$ cat src/rtl/imem_loader_pkg.sv
// Shared types and constants for the boot-time instruction-memory loader.
// The stream opens with a 16-bit big-endian word count followed by 4 bytes per word.
package imem_loader_pkg;

  localparam int CNT_W = 16;
  localparam int LANES = 4;

  typedef enum logic [2:0] {
    S_CNT_HI = 3'd0,
    S_CNT_LO = 3'd1,
    S_DATA   = 3'd2,
    S_DONE   = 3'd3,
    S_ERR    = 3'd4
  } state_t;

  // The announced count may equal the memory depth but must not exceed it.
  function automatic logic count_too_big(input logic [CNT_W-1:0] n, input int addr_w);
    logic [31:0] depth;
    depth = 32'd1 << addr_w;
    return {16'd0, n} > depth;
  endfunction

endpackage

$ cat src/rtl/imem_loader_word_assembler.sv
// Big-endian 8->32 bit word assembler with a 2-bit byte-lane counter.
// word already includes the byte presented this cycle, so the top can write it on lane 3.
module word_assembler
  import imem_loader_pkg::*;
(
  input  logic        clk,
  input  logic        reset,
  input  logic        clear,
  input  logic        shift_en,
  input  logic [7:0]  data_byte,
  output logic [31:0] word,
  output logic        last_lane
);

  logic [23:0] sreg;
  logic [1:0]  lane;

  always_ff @(posedge clk) begin
    if (reset || clear) begin
      sreg <= '0;
      lane <= '0;
    end else if (shift_en) begin
      sreg <= {sreg[15:0], data_byte};
      lane <= lane + 2'd1;
    end
  end

  assign word      = {sreg, data_byte};
  assign last_lane = (lane == 2'(LANES - 1));

endmodule

$ cat src/rtl/imem_loader.sv
// Boot loader: streams a program into instruction memory while holding the CPU in reset,
// then releases it once the announced number of words has been written.
//
// state    | meaning
// S_CNT_HI | waiting for word-count high byte
// S_CNT_LO | waiting for word-count low byte; decides done / error / data
// S_DATA   | assembling and writing words
// S_DONE   | load complete; CPU released once the final write has retired
// S_ERR    | announced count exceeds memory depth; stuck until reset
module imem_loader
  import imem_loader_pkg::*;
#(
  parameter int ADDR_W = 8
) (
  input  logic              clk,
  input  logic              reset,
  input  logic [7:0]        in_data,
  input  logic              in_valid,
  output logic              in_ready,
  output logic              imem_we,
  output logic [ADDR_W-1:0] imem_addr,
  output logic [31:0]       imem_wdata,
  output logic              cpu_reset,
  output logic              done,
  output logic              err,
  output logic [ADDR_W:0]   word_cnt
);

  state_t           state;
  logic [CNT_W-1:0] count;
  logic             xfer;
  logic [CNT_W-1:0] count_full;
  logic [ADDR_W:0]  word_cnt_inc;
  logic [31:0]      asm_word;
  logic             asm_last;
  logic             asm_clear;
  logic             asm_shift;

  assign in_ready     = (state == S_CNT_HI) || (state == S_CNT_LO) || (state == S_DATA);
  assign xfer         = in_valid && in_ready;
  assign count_full   = {count[15:8], in_data};
  assign word_cnt_inc = word_cnt + 1'b1;
  assign asm_clear    = xfer && (state == S_CNT_LO);
  assign asm_shift    = xfer && (state == S_DATA);

  word_assembler u_asm (
    .clk       (clk),
    .reset     (reset),
    .clear     (asm_clear),
    .shift_en  (asm_shift),
    .data_byte (in_data),
    .word      (asm_word),
    .last_lane (asm_last)
  );

  always_ff @(posedge clk) begin
    if (reset) begin
      state      <= S_CNT_HI;
      count      <= '0;
      cpu_reset  <= 1'b1;
      imem_we    <= 1'b0;
      imem_addr  <= '0;
      imem_wdata <= '0;
      done       <= 1'b0;
      err        <= 1'b0;
      word_cnt   <= '0;
    end else begin
      imem_we <= 1'b0;
      case (state)
        S_CNT_HI: begin
          if (xfer) begin
            count[15:8] <= in_data;
            state       <= S_CNT_LO;
          end
        end
        S_CNT_LO: begin
          if (xfer) begin
            count[7:0] <= in_data;
            if (count_full == '0) begin
              state <= S_DONE;
            end else if (count_too_big(count_full, ADDR_W)) begin
              state <= S_ERR;
              err   <= 1'b1;
            end else begin
              state <= S_DATA;
            end
          end
        end
        S_DATA: begin
          if (xfer && asm_last) begin
            imem_we    <= 1'b1;
            imem_wdata <= asm_word;
            imem_addr  <= word_cnt[ADDR_W-1:0];
            word_cnt   <= word_cnt_inc;
            if (CNT_W'(word_cnt_inc) == count) begin
              state <= S_DONE;
            end
          end
        end
        S_DONE: begin
          // Hold the CPU until the final write strobe has cleared.
          if (!imem_we) begin
            done      <= 1'b1;
            cpu_reset <= 1'b0;
          end
        end
        S_ERR: begin
          err       <= 1'b1;
          cpu_reset <= 1'b1;
        end
        default: begin
          state <= S_ERR;
          err   <= 1'b1;
        end
      endcase
    end
  end

endmodule

$ cat config.mk
export PLATFORM = sky130hd
export DESIGN_NAME = imem_loader
export DESIGN_NICKNAME = d
export VERILOG_FILES = /design/src/rtl/imem_loader_pkg.sv /design/src/rtl/imem_loader_word_assembler.sv /design/src/rtl/imem_loader.sv
export SDC_FILE = /design/constraint.sdc
export NUM_CORES = 1
export LEC_CHECK = 0
export CELL_PAD_IN_SITES_DETAIL_PLACEMENT = 0
export CELL_PAD_IN_SITES_GLOBAL_PLACEMENT = 1
export CORE_UTILIZATION = 42
export CTS_CLUSTER_SIZE = 16
export DETAILED_ROUTE_END_ITERATION = 10
export PLACE_DENSITY_LB_ADDON = 0.1
export SLEW_MARGIN = 20
export SYNTH_ARGS = -nofsm -noshare
export SYNTH_HDL_FRONTEND = slang
export SYNTH_SLANG_ARGS = --single-unit
$ cat constraint.sdc
create_clock -name clk -period 3.1 [get_ports clk]
set_clock_uncertainty 0.05 [all_clocks]
set_input_delay 0.775 -clock clk [delete_from_list [all_inputs] [get_ports clk]]
set_output_delay 0.775 -clock clk [all_outputs]
set_load 0.02 [all_outputs]
---- Word-level counts from Yosys, hierarchy flattened ----
Index checks and enable logic that the tools add are counted.
word-level totals
  memories kept ........................... 0
  memory bits (writable) .................. 0
  bits of input ports ..................... 11
  bits in latches ......................... 0
  register bits ........................... 98
  logic and storage cells ................. 66
  ROM bits ................................ 0
operators by class
  reductions and logical operators ........ 20
  shifts and indexed selects .............. 0
  bitwise logic cells ..................... 4
  equal/unequal tests ..................... 13
  $mul .................................... 0
  div/mod/pow operators ................... 0
  add/subtract/negate cells ............... 2
  magnitude comparators ................... 1
  mux-type cells .......................... 14
operators by type and width
  operator                                                                 count
  3-bit 2-to-1 mux                                                         6
  9-bit by 16-bit == test with 1-bit output                                1
  16-bit by 9-bit > comparator with 1-bit output, second input constant    1
  16-bit logical NOT                                                       1
  3-bit case mux with 4 select lines                                       1
  2-bit AND reduction                                                      5
  9-bit by 1-bit adder with 9-bit output, second input constant            1
  2-bit inequality test, second input constant                             4
  3-bit by 2-bit == test with 1-bit output, second input constant          2
  2-bit by 1-bit inequality test with 1-bit output, second input constant  3
  1-bit 2-to-1 mux                                                         5
  5-bit AND reduction                                                      1
  1-bit logical AND                                                        4
  1-bit inverter                                                           4
  1-bit case mux with 2 select lines                                       2
  4-bit AND reduction                                                      1
  2-bit OR reduction                                                       2
  3-bit by 1-bit == test with 1-bit output, second input constant          1
  3-bit == test, second input constant                                     1
  3-bit logical NOT                                                        1
  1-bit logical OR                                                         3
  3-bit OR reduction                                                       1
  2-bit by 1-bit adder with 2-bit output, second input constant            1
  2-bit == test, second input constant                                     1
  2-bit nonzero test                                                       1

---- Logic depth before layout (Yosys ltp) ----
  depth after elaboration ................. 7
  mapped depth ............................ 8
  gate-level depth less buffers ........... 6

---- Hierarchy ----
Synthesis repeated with hierarchy kept, for this count alone.
unflattened totals
  cell total of the unflattened synthesis .. 457
  area total of the unflattened synthesis .. 4,042.6 um^2
by module, submodules not included
  module          area an instance (um^2)  seq. area each (um^2)  times used  cells each
  imem_loader     3,011.6                  1,441.4                1           363
  word_assembler  1,031.0                  520.5                  1           94

---- Least setup slack after synthesis ----
OpenSTA, ideal clock, no wires.
  path type ............................... register to register
  start point ............................. register word_cnt[1]
  end point ............................... register state[0]
  arrival time ............................ 1.791 ns
  setup slack ............................. 1.190 ns
  required time ........................... 2.981 ns
  cell stages (with the launch flop) ...... 8
  setup time .............................. 0.069 ns
  cell sequence ........................... dfxtp_1 > ha_1 > clkbuf_1 > xnor2_1 > xnor2_1 > a2111oi_2 > o31ai_1 > o21ai_1
between the ends
  longest elaborated chain between the ends .. 4
RTL lines
  what                                                        line                text
  start, declared                                             imem_loader.sv:26   output logic [ADDR_W:0] word_cnt
  start signal, assigned                                      imem_loader.sv:94   word_cnt <= word_cnt_inc;
  9-bit by 1-bit adder with 9-bit output                      imem_loader.sv:42   assign word_cnt_inc = word_cnt + 1'b1;
  9-bit by 16-bit == test with 1-bit output                   imem_loader.sv:95   if (CNT_W'(word_cnt_inc) == count) begin
  2-bit by 1-bit inequality test with 1-bit output (no line)  --
  5-bit AND reduction (no line)                               --
  end signal, assigned                                        imem_loader.sv:58   state <= S_CNT_HI;
  end signal, assigned                                        imem_loader.sv:96   state <= S_DONE;
  end signal, assigned                                        imem_loader.sv:112  state <= S_ERR;
  end, declared                                               imem_loader.sv:29   state_t state;
Every way passes these cells.
A chain may end at the register's enable or synchronous reset.

---- Final worst setup path ----
  start point ............................. register word_cnt[2]
  end point ............................... output port word_cnt[2]
No word-level cell between the ends.

==> out/qor.txt <==
SYNTH
-------------------------------------------------------------------------------------
Synth async-reset ratio                                                             0
Synthesized netlist cell count                                                    498
Number of synthesized flops with an enable pin                                      0
Combined area of all synthesized cells                                   0.003921 mm^2
Number of nets in the synthesized netlist                                         511
Number of unique standard cell types used by synthesis                             38
Sequential fraction of the synthesis area                                      0.5003
Count of state elements after synthesis                                            98
Avg Synthesized Cell Area                                                  7.874 um^2
Most used flip-flop cell after synthesis                                 sky130_fd_sc_hd__dfxtp_1
Yosys warns                                                                         0

CLOCK NETWORK
-------------------------------------------------------------------------------------
# hold bufs at CTS                                                                  0
Clock-pin slew of the registers on the worst-case setup and hold paths        0.10 ns
Number of CTS-inserted buffers                                                      9
Maximum level of the CTS H-tree                                                     3
Clock latency at the later pin of the worst-skew pair                         0.35 ns
Largest buffer count on any clock path                                              2
Number of sinks handled by clock tree synthesis                                    98
Number of gates resized after cts                                                   0
Clock tree from TritonCTS                                                        done
Clock tree root driver cell                                              sky130_fd_sc_hd__clkbuf_8
Buffers inserted during post-CTS setup optimization                                 0

DETAILED ROUTING
-------------------------------------------------------------------------------------
Number of DRC violations after detailed-routing iteration 0                       121
Avg Vias per Cell                                                               5.065
Post-route ant nets                                                                 0
Top layer reached by signal wires                                                met4
DR DRC count                                                                        0
Post-detailed-route wirelength per cell                                      13.65 um
DRT met1 WL                                                                   4746 um
Post-Route WL                                                                 8983 um
Vias                                                                             3333
Wire length on met3                                                            338 um
Total length of routed met2 wires                                             3794 um
Length of the first detailed-routing pass in iterations                             4

JOB
-------------------------------------------------------------------------------------
Maximum capacitance violations                                                      0

PLACEMENT
-------------------------------------------------------------------------------------
# placed instances                                                                642
Final estimated routing congestion in global placement                         0.8352
Post-place instance area                                                 0.004548 mm^2
Post-detailed-placement half-perimeter wirelength                             6071 um
Count of buffers inserted at the top-level ports                                   64

LAYOUT
-------------------------------------------------------------------------------------
Synth-to-layout area growth                                                    20.74%
Top library cells by usage in the layout, fill and taps aside            sky130_fd_sc_hd__nand2_1, sky130_fd_sc_hd__dfxtp_1, sky130_fd_sc_hd__a21oi_1, sky130_fd_sc_hd__clkdlybuf4s50_1, sky130_fd_sc_hd__nor2_1
Design Area, Final                                                       0.004735 mm^2
Non-filler instance count after layout                                            658
Nets@finish                                                                       558
Antenna cell count                                                                  0
Proportion of layout cells with a drive suffix above 1                        0.06182
Most common cell after layout, fill and taps aside                       sky130_fd_sc_hd__nand2_1

GRT
-------------------------------------------------------------------------------------
Maximum number of pins on one net before global-route repair                       42
Vias in the first global route                                                   3070
Initial antenna violation count                                                     0
Wire length of the first global-routing pass                                 15190 um
Overall overflow remaining after global route                                       0
Global routing usage summed across all routing layers                          0.1937

CRITICAL PATH
-------------------------------------------------------------------------------------
Reg2Reg Capture Point                                                        state[0]
Worst r2r path cells                                                                6
Worst R2R Start                                                           word_cnt[0]
Critical Setup Path Class                                                     reg2out
Required @ worst endpoint                                                     2.27 ns
Largest incremental delay on the critical path                                0.69 ns
CP top delay family                                                      buffers and inverters
Worst R2R Setup Slack                                                         1.06 ns
Endpoint type of the worst setup path                                    primary output
Startpoint kind of the worst setup timing path                               register
Critical path buffer and inverter count                                             1
Highest net fanout along the worst path                                            11
Cell breakdown of the critical path                                      clkdlybuf4s50_1
Crit path max-delay cell type                                            sky130_fd_sc_hd__clkdlybuf4s50_1
Endpoint arrival time on the critical path                                    1.63 ns

POWER AND IR DROP
-------------------------------------------------------------------------------------
Worst ir drop on vdd                                                        0.2640 mV
Power, Total                                                                 2.248 mW
Net Sw Frac                                                                    0.2598
Reg power frac                                                                  0.581
Leakage power                                                                1.515 nW
Total internal power                                                         1.664 mW
Part of the power in combinational logic                                        0.074
Clock Power Share                                                               0.345
Net switching power                                                         0.5840 mW
Power per cell area                                                      474.7 mW/mm^2

FLOORPLAN
-------------------------------------------------------------------------------------
Die H                                                                        98.63 um
Number of placement rows                                                           34
Die footprint                                                            0.009727 mm^2
Effective utilization at floorplan                                             0.4410
Placeable core area                                                      0.008891 mm^2
Boundary pin count                                                                 65
Die X-Extent                                                                 98.63 um

MIN PATH
-------------------------------------------------------------------------------------
Worst hold path endpoint                                                 imem_wdata[27]
Worst hold-check path type                                                    reg2reg
Hold path startpoint                                                     imem_wdata[27]
Number of cells on the worst hold path                                              2

TIMING
-------------------------------------------------------------------------------------
Maximum frequency from static timing analysis                              0.4078 GHz
Final total negative setup slack                                                 0 ns
Count of pins over their slew limit                                                 0
Final Hold Viols                                                                    0
RSZ-0062 raised after global routing                                               no
Min Tclk post-route                                                          2.452 ns
Headroom to the max-slew limit                                                 0.5862
Share of the clock period used by the worst path after layout                  0.7911
Slew at the pin with the worst max-slew slack                               0.6207 ns
Final setup viols                                                                   0

OUTCOME
-------------------------------------------------------------------------------------
Run status                                                               complete, no violations

-- tightest hold or removal path, cell delays in order (launching register included) --
cell and delay, ns:
sky130_fd_sc_hd__dfxtp_1 0.32, sky130_fd_sc_hd__nand2_1 0.05, sky130_fd_sc_hd__a21oi_1 0.05
-- logic make-up after synthesis --
kind of cell,Yosys count,share of synthesized area
buf+inv,40,0.05680
simple gates,233,0.2498
xor+xnor,19,0.04244
flops,98,0.5003
mux,1,0.002553
fa+ha+maj,2,0.006381
compound gates,105,0.1417
-- worst max-delay path by stage --
stage	startpoint	end	cells past startpoint	slack, ns
2_1_floorplan	word_cnt[1]	state[0]	7	1.19
3_3_place_gp	in_data[4]	state[0]	6	0.38
3_5_place_dp	in_data[4]	state[0]	6	0.37
4_1_cts	word_cnt[2]	word_cnt[2]	1	0.63
5_1_grt	in_data[4]	state[0]	6	0.54
6_report	word_cnt[2]	word_cnt[2]	1	0.65
-- cells in the mapped netlist (all sizes together) (2+ instances only) --
cell / number / area, um^2
nor2: 16 / 60.06
o21ai: 5 / 25.02
and2: 2 / 12.51
dfxtp: 98 / 1962
nand2b: 2 / 12.51
nor3: 5 / 30.03
xor2: 7 / 61.31
ha: 2 / 25.02
or2: 2 / 12.51
or3: 4 / 25.02
nand2: 179 / 671.9
o31ai: 2 / 15.01
a21oi: 91 / 455.4
nor3b: 2 / 15.01
nand3: 8 / 45.04
xnor2: 12 / 105.1
a31oi: 3 / 18.77
clkbuf: 18 / 97.59
nor4: 4 / 25.02
nand4: 4 / 25.02
buf: 19 / 113.9
inv: 3 / 11.26
-- power groups by stage --
stage                     clock network [mW]  registers (mW)  logic [mW]
after global placement                     0            1.33       0.163
after global routing                   0.859            1.31       0.184
after detailed placement                   0            1.33       0.165
after CTS                              0.801            1.31       0.166
after floorplan                            0            1.32       0.119
final                                  0.776            1.31       0.166
-- state kept, by name, indices dropped and copies added, names as in the netlist --
register	cells
cpu_reset	1
imem_addr	8
count	16
imem_we	1
imem_wdata	32
done	1
state	3
err	1
u_asm.lane	2
u_asm.sreg	24
word_cnt	9
-- stage by stage --
stage / hold slack, ns / util / setup WS (ns)
2_1_floorplan: 0.3821 / - / 1.190
3_3_place_gp: 0.3830 / 0.5115 / 0.3785
3_5_place_dp: 0.3935 / 0.5115 / 0.3669
4_1_cts: 0.4081 / 0.5325 / 0.6273
5_1_grt: 0.4218 / 0.5325 / 0.5449
6_report: 0.4056 / 0.5325 / 0.6475
-- per-layer routing --
metal	track usage	up-vias
met3	0.03475	11
met5	0	-
li1	-	1720
met2	0.2806	65
met4	0.06200	0
met1	0.2900	1537
-- cell type report --
type / count / area (um^2)
Sequential cell: 98 / 1962
Clock buffer: 10 / 137.6
Inverter: 3 / 11.26
Fill cell: 899 / 4156
Clock inverter: 6 / 48.80
Multi-Input combinational cell: 360 / 1737
Tap cell: 108 / 135.1
Timing Repair Buffer: 73 / 703.2
(Power assumes the default switching activity.)
==> variant, RTL diff (same flow settings) <==
Set the parameter `ADDR_W` to 9 (it was 8).
--- a/src/rtl/imem_loader.sv
+++ b/src/rtl/imem_loader.sv
@@ -10,7 +10,7 @@
 module imem_loader
   import imem_loader_pkg::*;
 #(
-  parameter int ADDR_W = 8
+  parameter int ADDR_W = 9
 ) (
   input  logic              clk,
   input  logic              reset,
Interface: changed (resized imem_addr and word_cnt); port bits go from 65 to 67. The function was not compared with the original's and may differ.
==> variant against the original RTL <==
Power is 5.4% higher. Count of clock-buffer cells in the layout shrank 1. Sequential cell count rose by 2. Register-to-register slack worse by 0.52 ns. Design area is 4.2% higher. Setup slack lost 0.11 ns. First-iteration DRC count increased by 48%. Via count rose by 3.1%. Synthesized area up 1.1%. Routed wire length is 2.3% higher. Hold slack better by 0.00090 ns. Critical endpoint is now state[0]$_SDFFE_PP0P_. Largest cell class unchanged.
==> variant: results (changes against the original RTL) <==
Sw Pwr = 604 uW (+3.5%)
Proportion of synthesized area in mux cells = 0 (-0.00255)
Status = finished, final reports clean
Clk network pwr share = 0.367 (+0.022)
Global Route met3 Usage = 0.0309 (-0.00383)
Area of the multi-input gates = 0.00181 mm^2 (+4.0%)
Arrival time worst endpoint = 2.78 ns (+1.15 ns)
Synth Area in XOR/XNOR = 0.0486 (+0.00619)
Crit-path slowest cell = dfxtp_1
Met1 usage = 0.290 (about the same)
Worst skew pair latency = 0.37 ns (+0.02 ns)
Cells after DPL = 658 (+2.5%)
Delay-heaviest family, CP = simple AND/OR/NAND/NOR gates
Clock-cell share of area = 0.0413 (+0.00196)
Slew Limit Headroom = 0.492 (-0.0945)
GRT met2 Usage = 0.288 (+0.00718)
Non-clock buffer share = 0.156 (+0.00720)
Total GRT Usage = 0.196 (+0.00271)
Fill count = 906 (+0.78%)
Worst VDD drop = 0.254 mV (-3.7%)
Nets = 571 (+2.3%)
Metal3 WL = 419 um (+24%)
R2R depth = 7 (+1)
Number of synthesized register bits = 100 (+2.0%)
DR vias = 3,435 (+3.1%)
CP max FO = 7 (-4)
R2R setup slack = 0.54 ns (-0.52 ns)
Placement Setup Slack = 0.127 ns (-0.240 ns)
CLK BUF = 9 (-1)
Share of layout cells above drive strength 1 = 0.0764 (+0.0146)
Vias in the first global route = 3,063 (-0.23%)
Final instance area = 0.00493 mm^2 (+4.2%)
Site Rows = 35 (+2.9%)
CP peak stage delay = 0.52 ns (-0.17 ns)
Commonest cells in the netlist = nand2_1, dfxtp_1, a21oi_1
Main area contributors after synthesis = dfxtp_1, nand2_1, a21oi_1
Hold endpoint = err$_SDFFE_PP0P_
First-pass GRT wire length = 15,200 um (+0.23%)
Maximum number of pins on one net before global-route repair = 75 (+79%)
IO Port Bufs = 66 (+3.1%)
Sequential share of cell area = 0.406 (-0.00859)
Post-synth cell types = 46 (+21%)
Drt pass-1 iters = 5 (+1)
Post-Route WL = 9190 um (+2.3%)
DP Wirelength = 6050 um (-0.34%)
Hold path startpoint = err$_SDFFE_PP0P_
Sequential area share after synthesis = 0.505 (+0.00489)
Placed Area = 0.00473 mm^2 (+4.0%)
DRT iter0 DRCs = 179 (+48%)
Routed wl met2 = 3850 um (+1.6%)
Leakage = 1.64 nW (+8.2%)
Wire length on met1 = 4780 um (+0.67%)
GPL Wtd Cong = 0.783 (-6.3%)
Synthesized area per cell = 7.91 um^2 (+0.45%)
Complex-gate fraction of the synthesized area = 0.149 (+0.00768)
Multi-input gates = 362 (+0.56%)
Net count after synthesis = 514 (+0.59%)
Total Power = 2.37 mW (+5.4%)
Non-CTS buffers = 81 (+11%)
Post-DR wirelength/cell = 13.6 um (-0.11%)
## variant: cell types whose count changed in the layout (fill, tap and decap cells not counted), sizes merged, moves of 3 or more
| cell | change |
|---|---|
| nand3 | -3 |
| o21ai | -4 |
| a21oi | -4 |
| nor2 | +4 |
| inv | +3 |
| xnor2 | +3 |
| buf | +6 |
## variant: worst max-delay path by stage
stage / startpoint / to / slack [ns]
4_1_cts: word_cnt[0]$_SDFFE_PP0P_ / state[0]$_SDFFE_PP0P_ / 0.52
3_5_place_dp: in_valid / state[0]$_SDFFE_PP0P_ / 0.13
6_report: word_cnt[0]$_SDFFE_PP0P_ / state[0]$_SDFFE_PP0P_ / 0.54
5_1_grt: word_cnt[0]$_SDFFE_PP0P_ / state[0]$_SDFFE_PP0P_ / 0.34
3_3_place_gp: in_valid / state[0]$_SDFFE_PP0P_ / 0.21
2_1_floorplan: in_valid / state[0]$_SDFFE_PP0P_ / 0.73
